==> src/rtl/instr_encoder.sv <==
// ---------------------------------------------------------------------------
// instr_encoder
//   Packs {op, Rt, Rn, immediate} into a 32-bit LEGv8 word (LDUR, STUR, CBZ).
//   Immediates that do not fit the instruction field are rejected.
//   Requests come in and words go out on valid/ready streams. There is a
//   single output register stage between them. Each good word carries a
//   sequential word address.
//
// Ports
//   clk        rising-edge clock
//   reset_n    asynchronous active-low reset
//   in_valid   request valid
//   in_ready   encoder can accept a request this cycle
//   in_op      0=LDUR 1=STUR 2=CBZ 3=undefined
//   in_rt      Rt field
//   in_rn      Rn field (ignored for CBZ)
//   in_imm     byte offset, two's complement, REGLEN bits
//   out_valid  out_instr/out_addr/out_err valid
//   out_ready  consumer accepts the output word
//   out_instr  encoded instruction (0 when out_err)
//   out_addr   word address of out_instr
//   out_err    request was unencodable
//   err_cnt    saturating count of errored requests
//
// Handshake semantics (both streams): a transfer happens on a rising edge
// where valid & ready are both high. The producer holds valid and the
// payload stable until that transfer. ready may depend combinationally on
// the downstream ready: in_ready = !out_valid | out_ready. This lets the
// encoder accept a new request and drain the old word in the same cycle.
// ---------------------------------------------------------------------------
module instr_encoder #(
  parameter int REGLEN = 64,
  parameter int ADDRW  = 6
) (
  input  logic              clk,
  input  logic              reset_n,
  input  logic              in_valid,
  output logic              in_ready,
  input  logic [1:0]        in_op,
  input  logic [4:0]        in_rt,
  input  logic [4:0]        in_rn,
  input  logic [REGLEN-1:0] in_imm,
  output logic              out_valid,
  input  logic              out_ready,
  output logic [31:0]       out_instr,
  output logic [ADDRW-1:0]  out_addr,
  output logic              out_err,
  output logic [7:0]        err_cnt
);

  localparam logic [1:0] OP_LDUR = 2'd0;
  localparam logic [1:0] OP_STUR = 2'd1;
  localparam logic [1:0] OP_CBZ  = 2'd2;

  // Output register occupancy. out_valid is this state.
  typedef enum logic {EMPTY = 1'b0, FULL = 1'b1} state_e;

  state_e             state_q, state_d;
  logic               init_q;
  logic [31:0]        instr_q;
  logic [ADDRW-1:0]   addr_q;
  logic               err_q;
  logic [7:0]         err_cnt_q;
  logic [ADDRW-1:0]   addr_cnt_q;

  logic               in_xfer;
  logic               out_xfer;
  logic               ls_fit;
  logic               cbz_fit;
  logic               enc_err;
  logic [31:0]        enc_instr;

  // ------------------------------------------------------------------------
  // Encoding and range check (purely combinational on the request)
  // ------------------------------------------------------------------------
  // The immediate fits a field when all bits above the field's sign bit
  // copy that sign bit.
  assign ls_fit  = (&in_imm[REGLEN-1:8])  | ~(|in_imm[REGLEN-1:8]);
  assign cbz_fit = ((&in_imm[REGLEN-1:20]) | ~(|in_imm[REGLEN-1:20])) &&
                   (in_imm[1:0] == 2'b00);

  always_comb begin
    enc_err   = 1'b1;
    enc_instr = 32'h0;
    case (in_op)
      OP_LDUR: begin
        enc_err   = !ls_fit;
        enc_instr = {11'b111_1100_0010, in_imm[8:0], 2'b00, in_rn, in_rt};
      end
      OP_STUR: begin
        enc_err   = !ls_fit;
        enc_instr = {11'b111_1100_0000, in_imm[8:0], 2'b00, in_rn, in_rt};
      end
      OP_CBZ: begin
        enc_err   = !cbz_fit;
        enc_instr = {8'b1011_0100, in_imm[20:2], in_rt};
      end
      default: begin
        enc_err   = 1'b1;
        enc_instr = 32'h0;
      end
    endcase
    if (enc_err) enc_instr = 32'h0;
  end

  // ------------------------------------------------------------------------
  // Output register FSM
  // ------------------------------------------------------------------------
  assign in_xfer  = in_valid & in_ready;
  assign out_xfer = out_valid & out_ready;

  // State register
  always_ff @(posedge clk or negedge reset_n) begin
    if (!reset_n) begin
      state_q <= EMPTY;
    end else begin
      state_q <= state_d;
    end
  end

  // Next-state logic
  always_comb begin
    state_d = state_q;
    case (state_q)
      EMPTY:   if (in_xfer) state_d = FULL;
      FULL:    if (out_xfer && !in_xfer) state_d = EMPTY;
      default: state_d = EMPTY;
    endcase
  end

  // Output logic. init_q holds in_ready low through reset and for the
  // first edge after release.
  always_comb begin
    out_valid = (state_q == FULL);
    in_ready  = init_q & (!out_valid | out_ready);
  end

  // ------------------------------------------------------------------------
  // Datapath registers
  // ------------------------------------------------------------------------
  always_ff @(posedge clk or negedge reset_n) begin
    if (!reset_n) begin
      init_q     <= 1'b0;
      instr_q    <= 32'h0;
      addr_q     <= '0;
      err_q      <= 1'b0;
      err_cnt_q  <= 8'h0;
      addr_cnt_q <= '0;
    end else begin
      init_q <= 1'b1;
      if (in_xfer) begin
        instr_q <= enc_instr;
        addr_q  <= addr_cnt_q;
        err_q   <= enc_err;
        // A rejected request leaves the address free for the next good word.
        if (enc_err) begin
          if (err_cnt_q != 8'hFF) err_cnt_q <= err_cnt_q + 8'd1;
        end else begin
          addr_cnt_q <= addr_cnt_q + ADDRW'(1);
        end
      end
    end
  end

  assign out_instr = instr_q;
  assign out_addr  = addr_q;
  assign out_err   = err_q;
  assign err_cnt   = err_cnt_q;

endmodule

==> config.mk <==
export PLATFORM = sky130hd
export DESIGN_NAME = instr_encoder
export DESIGN_NICKNAME = d
export VERILOG_FILES = /design/src/rtl/instr_encoder.sv
export SDC_FILE = /design/constraint.sdc
export NUM_CORES = 1
export LEC_CHECK = 0
export ABC_AREA = 1
export BUFFER_PORTS_ARGS = -buffer_cell sky130_fd_sc_hd__buf_2
export CAP_MARGIN = 20
export CORE_MARGIN = 1.5
export CORE_UTILIZATION = 48
export CTS_CLUSTER_DIAMETER = 40
export DETAILED_ROUTE_END_ITERATION = 10
export PLACE_DENSITY = 0.81
export SLEW_MARGIN = 10
export SYNTH_ARGS = -nofsm -noshare
export SYNTH_HDL_FRONTEND = slang
export SYNTH_SLANG_ARGS = --single-unit
==> constraint.sdc <==
create_clock -name clk -period 1.9 [get_ports clk]
set_clock_uncertainty 0.2 [all_clocks]
set_input_delay 0.57 -clock clk [delete_from_list [all_inputs] [get_ports clk]]
set_output_delay 0.57 -clock clk [all_outputs]
set_load 0.005 [all_outputs]
=== After elaboration in Yosys (flattened, before gate mapping) ===
Cells that the tools add are included.
W data, S select, Z words.

* Output and inout port bits: 49
* Word-level logic and storage cells: 43
* Input port bits: 80
* Flip-flop bits (word level): 55

* Reductions and logical operators: 15
* Add/subtract/negate cells: 2
* Bitwise operators: 10
* Equal/unequal tests: 3
* Multiplexer cells: 6

{| class="wikitable"
|+ Operators with widths
! operator !! count
|-
| $pmux W32 S3 || 1
|-
| $reduce_and A56 Y1 || 1
|-
| $reduce_or A56 Y1 || 1
|-
| $reduce_and A44 Y1 || 1
|-
| $reduce_or A44 Y1 || 1
|-
| $mux W32 || 1
|-
| $add A8 B1 Y8 const B || 1
|-
| $ne A8 B8 Y1 const B || 1
|-
| $add A6 B1 Y6 const B || 1
|-
| $logic_not A1 Y1 || 4
|-
| $logic_not A2 Y1 || 2
|-
| $not A1 Y1 || 4
|-
| $pmux W1 S2 || 2
|-
| $and A1 B1 Y1 || 3
|-
| $or A1 B1 Y1 || 3
|-
| $reduce_and A3 Y1 || 1
|-
| $eq A2 B1 Y1 const B || 1
|-
| $eq A2 B2 Y1 const B || 1
|-
| $logic_and A1 B1 Y1 || 2
|-
| $mux W1 || 2
|-
| $reduce_and A2 Y1 || 1
|-
| $reduce_or A2 Y1 || 1
|}

=== Logic depth before layout (Yosys ltp) ===
Gate-level depths: netlist of the first run.

* Depth in word-level cells: 8
* Gate-level depth with buffers: 14
* Mapped depth without buffers: 13

=== Worst setup path after synthesis of the first run ===
OpenSTA, ideal clock, no wires.

* Path type: input-to-reg
* Start: in in_imm[51]
* End: reg instr_q[20], in the netlist out_instr[20]
* Buffers on the path: 2
* Required time: 1.634 ns
* Path slack: 0.073 ns
* Library setup time: 0.066 ns
* Cell stages on the path: 13
* Arrival time: 1.561 ns
* Path through: nor2_1 > nand2_1 > nor2_1 > nand2_1 > nor2_1 > nand2_1 > nand2_1 > nand2_1 > nand2_2 > buf_6 > buf_6 > nand3_1 > nand2_1

* Longest elaborated chain between the ends: 7
* Elaborated cells on any way between the ends: 13
* Those cells by class: mux: 2; bitwise: 4; reduce/logical: 7

{| class="wikitable"
|+ RTL lines
! element !! line !! text
|-
| from (decl) || 42 || <nowiki>input logic [REGLEN-1:0] in_imm,</nowiki>
|-
| $reduce_or A44 Y1 || 79 || <nowiki>assign cbz_fit = ((&in_imm[REGLEN-1:20]) | ~(|in_imm[REGLEN-1:20])) &&</nowiki>
|-
| $not A1 Y1 || 79 ||
|-
| $or A1 B1 Y1 || 79 ||
|-
| $logic_and A1 B1 Y1 || 79 ||
|-
| $logic_not A1 Y1 || 95 || <nowiki>enc_err = !cbz_fit;</nowiki>
|-
| $pmux W1 S2 * || 85 || <nowiki>case (in_op)</nowiki>
|-
| $mux W32 * || 103 || <nowiki>if (enc_err) enc_instr = 32'h0;</nowiki>
|-
| to (signal assigned) || 152 || <nowiki>instr_q <= enc_instr;</nowiki>
|-
| to (decl) || 60 || <nowiki>logic [31:0] instr_q;</nowiki>
|}

Every way passes the cells marked *; elsewhere a longest branch is shown, timed or not.
A chain may end at the register's enable or synchronous reset.

=== Worst setup path after layout of the first run ===
* Start: in in_imm[8]
* End: reg err_cnt_q[6], in the netlist err_cnt[6]

* Longest elaborated chain between the ends: 6
* Elaborated cells on any way between the ends: 7
* Those cells by class: mux: 1; bitwise: 2; reduce/logical: 4

{| class="wikitable"
|+ RTL lines
! element !! line !! text
|-
| $reduce_or A56 Y1 || 78 || <nowiki>assign ls_fit = (&in_imm[REGLEN-1:8]) | ~(|in_imm[REGLEN-1:8]);</nowiki>
|-
| $not A1 Y1 || 78 ||
|-
| $or A1 B1 Y1 * || 78 ||
|-
| $logic_not A1 Y1 * || 87, 91 ||
|-
| $pmux W1 S2 * || 85 ||
|-
| $reduce_and A3 Y1 (no source line) * || n/a ||
|-
| to (signal assigned) || 157 || <nowiki>if (err_cnt_q != 8'hFF) err_cnt_q <= err_cnt_q + 8'd1;</nowiki>
|-
| to (decl) || 63 || <nowiki>logic [7:0] err_cnt_q;</nowiki>
|}

Marks and branches as above.

==> flow_summary.json, run 1 <==
{
  "status": "complete, no violations",
  "crit_path_max_fanout": 7,
  "grt_usage": 0.241,
  "grt_max_degree": 42,
  "grt_pass1_vias": 2865,
  "synth_flop_cell": "dfrtp_1",
  "ant_nets": 0,
  "p_switching_uw": 643,
  "peakVddDrop_mv": 0.515,
  "rows": 28,
  "cts_buffers": 5,
  "h-tree-depth": 2,
  "first_pass_iters": 5,
  "drtIter0Drc": 162,
  "die_h_um": 81.5,
  "grt.overflow.total": 0,
  "synth_top_family_by_area": "simple AND/OR/NAND/NOR gates",
  "vias_per_cell": 5.03,
  "power_leakage_uw": 0.00234,
  "cap_violations": 0,
  "netlist_instances": 435,
  "synth.yosys.warnings": 0,
  "gp_congestion": 0.858,
  "drive_gt1_frac": 0.329,
  "syn_area_um2": 2960,
  "start_util": 0.500,
  "power_uw": 2390,
  "antenna_found_initial": 0,
  "endpoint_kind": "flip-flop",
  "fmax_mhz": 556,
  "fin_tns_setup_ps": 0,
  "crit_type": "input pin to flip-flop",
  "worstSkewPairLatency_ps": 300,
  "num_vias": 3294,
  "synth_top_area_frac": 0.423,
  "hold_path_class": "input pin to asynchronous set/reset pin",
  "drc_errors": 0,
  "portBuffers": 126,
  "syn_avg_cell_area_um2": 6.81,
  "dpl.cell_count": 647,
  "ys_seq_area_frac": 0.423,
  "cts.sinks": 50,
  "synth-edff-count": 0,
  "synth_compound_area_frac": 0.0452,
  "seqPwrFrac": 0.487,
  "hold_viol_final": 0,
  "wl_um": 8080,
  "crit_arrival_ps": 1840,
  "cp.required_ps": 1940,
  "combPwrFrac": 0.197,
  "wl_per_cell_um": 12.3,
  "area_growth_syn_to_layout_pct": 37.8,
  "synthAdderAreaFrac": 0.00845,
  "clk_pin_slew_ps": 90,
  "synth_xor_area_frac": 0.0266,
  "synth_most_common_cell": "nand2_1",
  "layoutNonFillerInstCount": 655,
  "whs_ps": 5.95,
  "cts_buffer_depth": 2,
  "diodes": 0,
  "synthTopCellsByArea": "dfrtp_1, nand2_1, nand3_1",
  "power.internal_uw": 1750,
  "dp_hpwl_um": 6180,
  "die-width_um": 81.5,
  "p_per_area_nw_per_um2": 587,
  "min_period_over_period": 0.946,
  "core_area_um2": 5920,
  "pin_count": 129,
  "slew_violations": 0,
  "muxShareOfSynthArea": 0,
  "synthTopCellsByCount": "nand2_1, nor2_1, dfrtp_1",
  "ff2ff_path_depth": 8,
  "p_sw_frac": 0.269,
  "die_area_um2": 6650,
  "async_flop_share": 1.00,
  "cp-start-kind": "input pin",
  "grt_pass1_wl_um": 12500,
  "yosysUniqueCellTypes": 25,
  "nets": 662,
  "cts_tree": "yes",
  "setup_violations": 0,
  "cts-root-buf": "clkbuf_8",
  "synth_top_area_cell": "dfrtp_1",
  "p_clk_frac": 0.316,
  "yosys.area_share.simple": 0.416,
  "fin_crit_ps": 1800,
  "ys_ff_latch": 50
}
layout make-up:
cell class | count | area, um^2
clock buffer | 6 | 82.6
multi-input combinational | 334 | 1560
clock inverter | 1 | 30.0
inverter | 33 | 124
tap | 75 | 93.8
fill | 524 | 1840
timing repair buffer | 156 | 942
sequential | 50 | 1250
critical path: stages:
cell and delay, ps:
buf_2 120, nor2_1 90, nand3_1 70, nor2_1 110
nand2_1 60, nor2_1 100, nand2_1 60, nand2_1 70
nand2_2 80, buf_6 130, nand4_1 120, buf_6 140
nand2_1 50, nand2_1 70
sequential cells by signal, summed over array words and instances, names as in the netlist:
| name | count |
|---|---|
| out_instr | 27 |
| err_cnt | 8 |
| addr_cnt_q | 6 |
| out_addr | 6 |
| init_q | 1 |
| out_err | 1 |
| out_valid | 1 |
cells by family (layout without fill, tap and decap cells):
kind of cell    Yosys count  count (layout)
xor+xnor                  9               9
compound gates           21              21
simple gates            299             299
flops                    50              50
buf+inv                  52             196
other cells               2               3
fa+ha+maj                 2               2
power groups by stage:
| stage | logic (uW) | clock network, uW | registers [uW] |
|---|---|---|---|
| after global placement | 432 | 0 | 1180 |
| final | 472 | 755 | 1170 |
| after detailed placement | 447 | 0 | 1180 |
| after CTS | 449 | 771 | 1160 |
| after floorplan | 199 | 0 | 1180 |
| after global routing | 532 | 804 | 1170 |
layout by cell type, fill, tap and decap left out, drive strengths merged:
| cell type | n |
|---|---|
| a21oi | 1 |
| and2 | 1 |
| buf | 156 |
| bufinv | 1 |
| clkbuf | 6 |
| conb | 3 |
| dfrtp | 50 |
| ha | 2 |
| inv | 33 |
| nand2 | 178 |
| nand3 | 49 |
| nand4 | 11 |
| nor2 | 57 |
| nor3 | 2 |
| nor4 | 1 |
| o211ai | 10 |
| o21ai | 9 |
| o221ai | 1 |
| xnor2 | 6 |
| xor2 | 3 |
worst paths after layout:
check / start / slack, ps / to
worst max-delay path: in_imm[8] / 100 / err_cnt[6]
worst max register to register: err_cnt[0] / 230 / err_cnt[6]
worst min-delay path: reset_n / 6 / err_cnt[5]
min in group clk: in_rt[2] / 280 / out_instr[2]
max in group asynchronous: reset_n / 990 / out_addr[0]
worst min register to register: out_instr[21] / 280 / out_instr[21]
through the flow:
stage               area (um^2)  utilization  setup WS [ps]
floorplan                  2960            -           73.0
global placement           3830        0.648           -217
detailed placement         3830        0.648           -283
CTS                        3950        0.667           35.2
global route               4080        0.689          -26.8
finish                     4080        0.689            103
metal layers:
metal | vias up | routed length (um) | GRT usage
met5 | - | 0 | 0
met3 | 7 | 539 | 0.0433
met2 | 130 | 4100 | 0.428
li1 | 1660 | - | -
met4 | 0 | 83 | 0.0586
met1 | 1497 | 3360 | 0.300
timing repair:
action	in CTS	in global routing
buffers inserted	0	1
resized for setup	0	34
setup endpoints to repair	0	23
hold buffers	0	0
Power figures use the tool's default switching activity.
==> run 2: changes to the inputs <==
--- a/config.mk
+++ b/config.mk
@@ -13,6 +13,7 @@
 export CTS_CLUSTER_DIAMETER = 40
 export DETAILED_ROUTE_END_ITERATION = 10
 export PLACE_DENSITY = 0.81
+export RECOVER_POWER = 25
 export SLEW_MARGIN = 10
 export SYNTH_ARGS = -nofsm -noshare
 export SYNTH_HDL_FRONTEND = slang
==> run 2 against run 1 <==
Clock power hardly changed. Worst setup slack worse by 12 ps. Sequential share of layout area hardly changed. Final cell count stayed put. Hold slack better by 230 ps. Non-clock buffer count stayed put. Sequential power hardly changed. Core utilization hardly changed. First-iteration DRC count stayed put. Largest power group unchanged.
==> flow_summary.json, run 2 (synthesized netlist as in run 1, its figures left out) <==
{
  "status": "complete, no violations",
  "grt_usage": 0.241,
  "cts_buffer_depth": 2,
  "wl_per_cell_um": 12.3,
  "grt_pass1_vias": 2865,
  "power_uw": 2390,
  "power_leakage_uw": 0.00234,
  "setup_violations": 0,
  "rows": 28,
  "slew_violations": 0,
  "cap_violations": 0,
  "hold_viol_final": 0,
  "ant_nets": 0,
  "peakVddDrop_mv": 0.514,
  "cts.sinks": 50,
  "drive_gt1_frac": 0.328,
  "worstSkewPairLatency_ps": 300,
  "grt_max_degree": 42,
  "max_slew_margin": 0.288,
  "h-tree-depth": 2,
  "dp_hpwl_um": 6180,
  "diodes": 0,
  "p_per_area_nw_per_um2": 587,
  "first_pass_iters": 4,
  "nets": 662,
  "fmax_mhz": 553,
  "crit_path_max_fanout": 7,
  "nFillCells": 525,
  "crit_type": "input pin to flip-flop",
  "layout_setup_ws_ps": 90.2,
  "cts_tree": "yes",
  "core_area_um2": 5920,
  "worst_path_largest_cell_delay_ps": 140,
  "design_area_um2": 4080,
  "die_area_um2": 6650,
  "min_period_over_period": 0.953,
  "clk_pin_slew_ps": 90,
  "worst_slew_pin_slew_ps": 1070,
  "crit_path_frequent_cell": "nand2_1",
  "die-width_um": 81.5,
  "fin_crit_ps": 1810,
  "cp-start-kind": "input pin",
  "cts_buffers": 5,
  "pin_count": 129,
  "cts-root-buf": "clkbuf_8",
  "die_h_um": 81.5,
  "layoutNonFillerInstCount": 655,
  "grt_pass1_wl_um": 12500,
  "endpoint_kind": "flip-flop",
  "dpl.cell_count": 647,
  "worstPathCellList": "buf_2 > nor2_1 > nand3_1 > nor2_1 > nand2_1 > nor2_1 > nand2_1 > nand2_1 > nand2_2 > buf_6 > nand4_1 > buf_6 > nand2_1 > nand2_1",
  "num_vias": 3297,
  "crit_slowest_cell": "buf_6",
  "vias_per_cell": 5.03,
  "largest_reg_flops": 27,
  "mostFrequentLayoutCell": "nand2_1",
  "portBuffers": 126,
  "drtIter0Drc": 162,
  "hold_path_class": "input pin to asynchronous set/reset pin",
  "whs_ps": 238,
  "wl_um": 8080,
  "layout_common_cells": "nand2_1, buf_2, dfrtp_1",
  "start_util": 0.500,
  "pre_cts_ws_ps": -283,
  "gp_congestion": 0.858,
  "cp.required_ps": 1940,
  "grt.overflow.total": 0,
  "area_growth_syn_to_layout_pct": 37.7,
  "place_area_um2": 3830,
  "drc_errors": 0,
  "antenna_found_initial": 0,
  "crit_arrival_ps": 1850
}
==> run 2: cell types whose count changed in the layout (fill, tap and decap cells not counted), sizes merged <==
cell,delta
clkbuf,+1
buf,-1
==> run 2: worst paths after layout <==
kind                          startpoint       endpoint  slack [ps]  cells after the start
hold / removal                   reset_n     err_cnt[5]         240                      1
min in group clk                in_rt[2]   out_instr[2]         280                      3
setup / recovery               in_imm[8]     err_cnt[6]          90                     14
setup reg to reg              err_cnt[0]     err_cnt[6]         230                      8
hold reg to reg            out_instr[21]  out_instr[21]         280                      2
max in group asynchronous        reset_n    out_addr[0]         530                      2
==> run 2: worst max-delay path: cells and delay by family <==
family	cells	cell delay [ps]
and+or+nand+nor	11	890
buffers and inverters	3	390
==> run 2: what timing repair did <==
item / in CTS / in global routing
hold buffers: 0 / 0
resized for setup: 0 / 34
hold endpoints to repair: 0 / 0
endpoints found under the setup margin: 0 / 23
buffers inserted: 0 / 1
==> run 2: final cells by class <==
| type | count | area (um^2) | share of cell area |
|---|---|---|---|
| Clock buffer | 6 | 82.6 | 0.0203 |
| Tap cell | 75 | 93.8 | 0.0230 |
| Timing Repair Buffer | 156 | 941 | 0.231 |
| Multi-Input combinational cell | 334 | 1560 | 0.381 |
| Clock inverter | 1 | 30.0 | 0.00736 |
| Sequential cell | 50 | 1250 | 0.307 |
| Inverter | 33 | 124 | 0.0304 |
==> run 2: power breakdown <==
part | internal (uW) | switching [uW] | total, uW
sequential | 1110 | 58.7 | 1170
clock | 421 | 334 | 756
combinational | 221 | 251 | 472
total | 1750 | 644 | 2390
==> run 2: through the flow <==
| stage | utilization | TNS [ps] |
|---|---|---|
| detailed placement | 0.648 | -7230 |
| finish | 0.689 | 0 |
| CTS | 0.667 | 0 |
| global placement | 0.648 | -5110 |
| floorplan | - | 0 |
| global route | 0.689 | -123 |
==> run 2: layer usage <==
| layer | GRT usage | share of wire | routed length [um] | vias up |
|---|---|---|---|---|
| met1 | 0.300 | 0.42 | 3380 | 1504 |
| li1 | - | - | - | 1660 |
| met2 | 0.428 | 0.51 | 4090 | 126 |
| met4 | 0.0586 | 0.010 | 83 | 0 |
| met3 | 0.0433 | 0.065 | 527 | 7 |
| met5 | 0 | 0 | 0 | - |
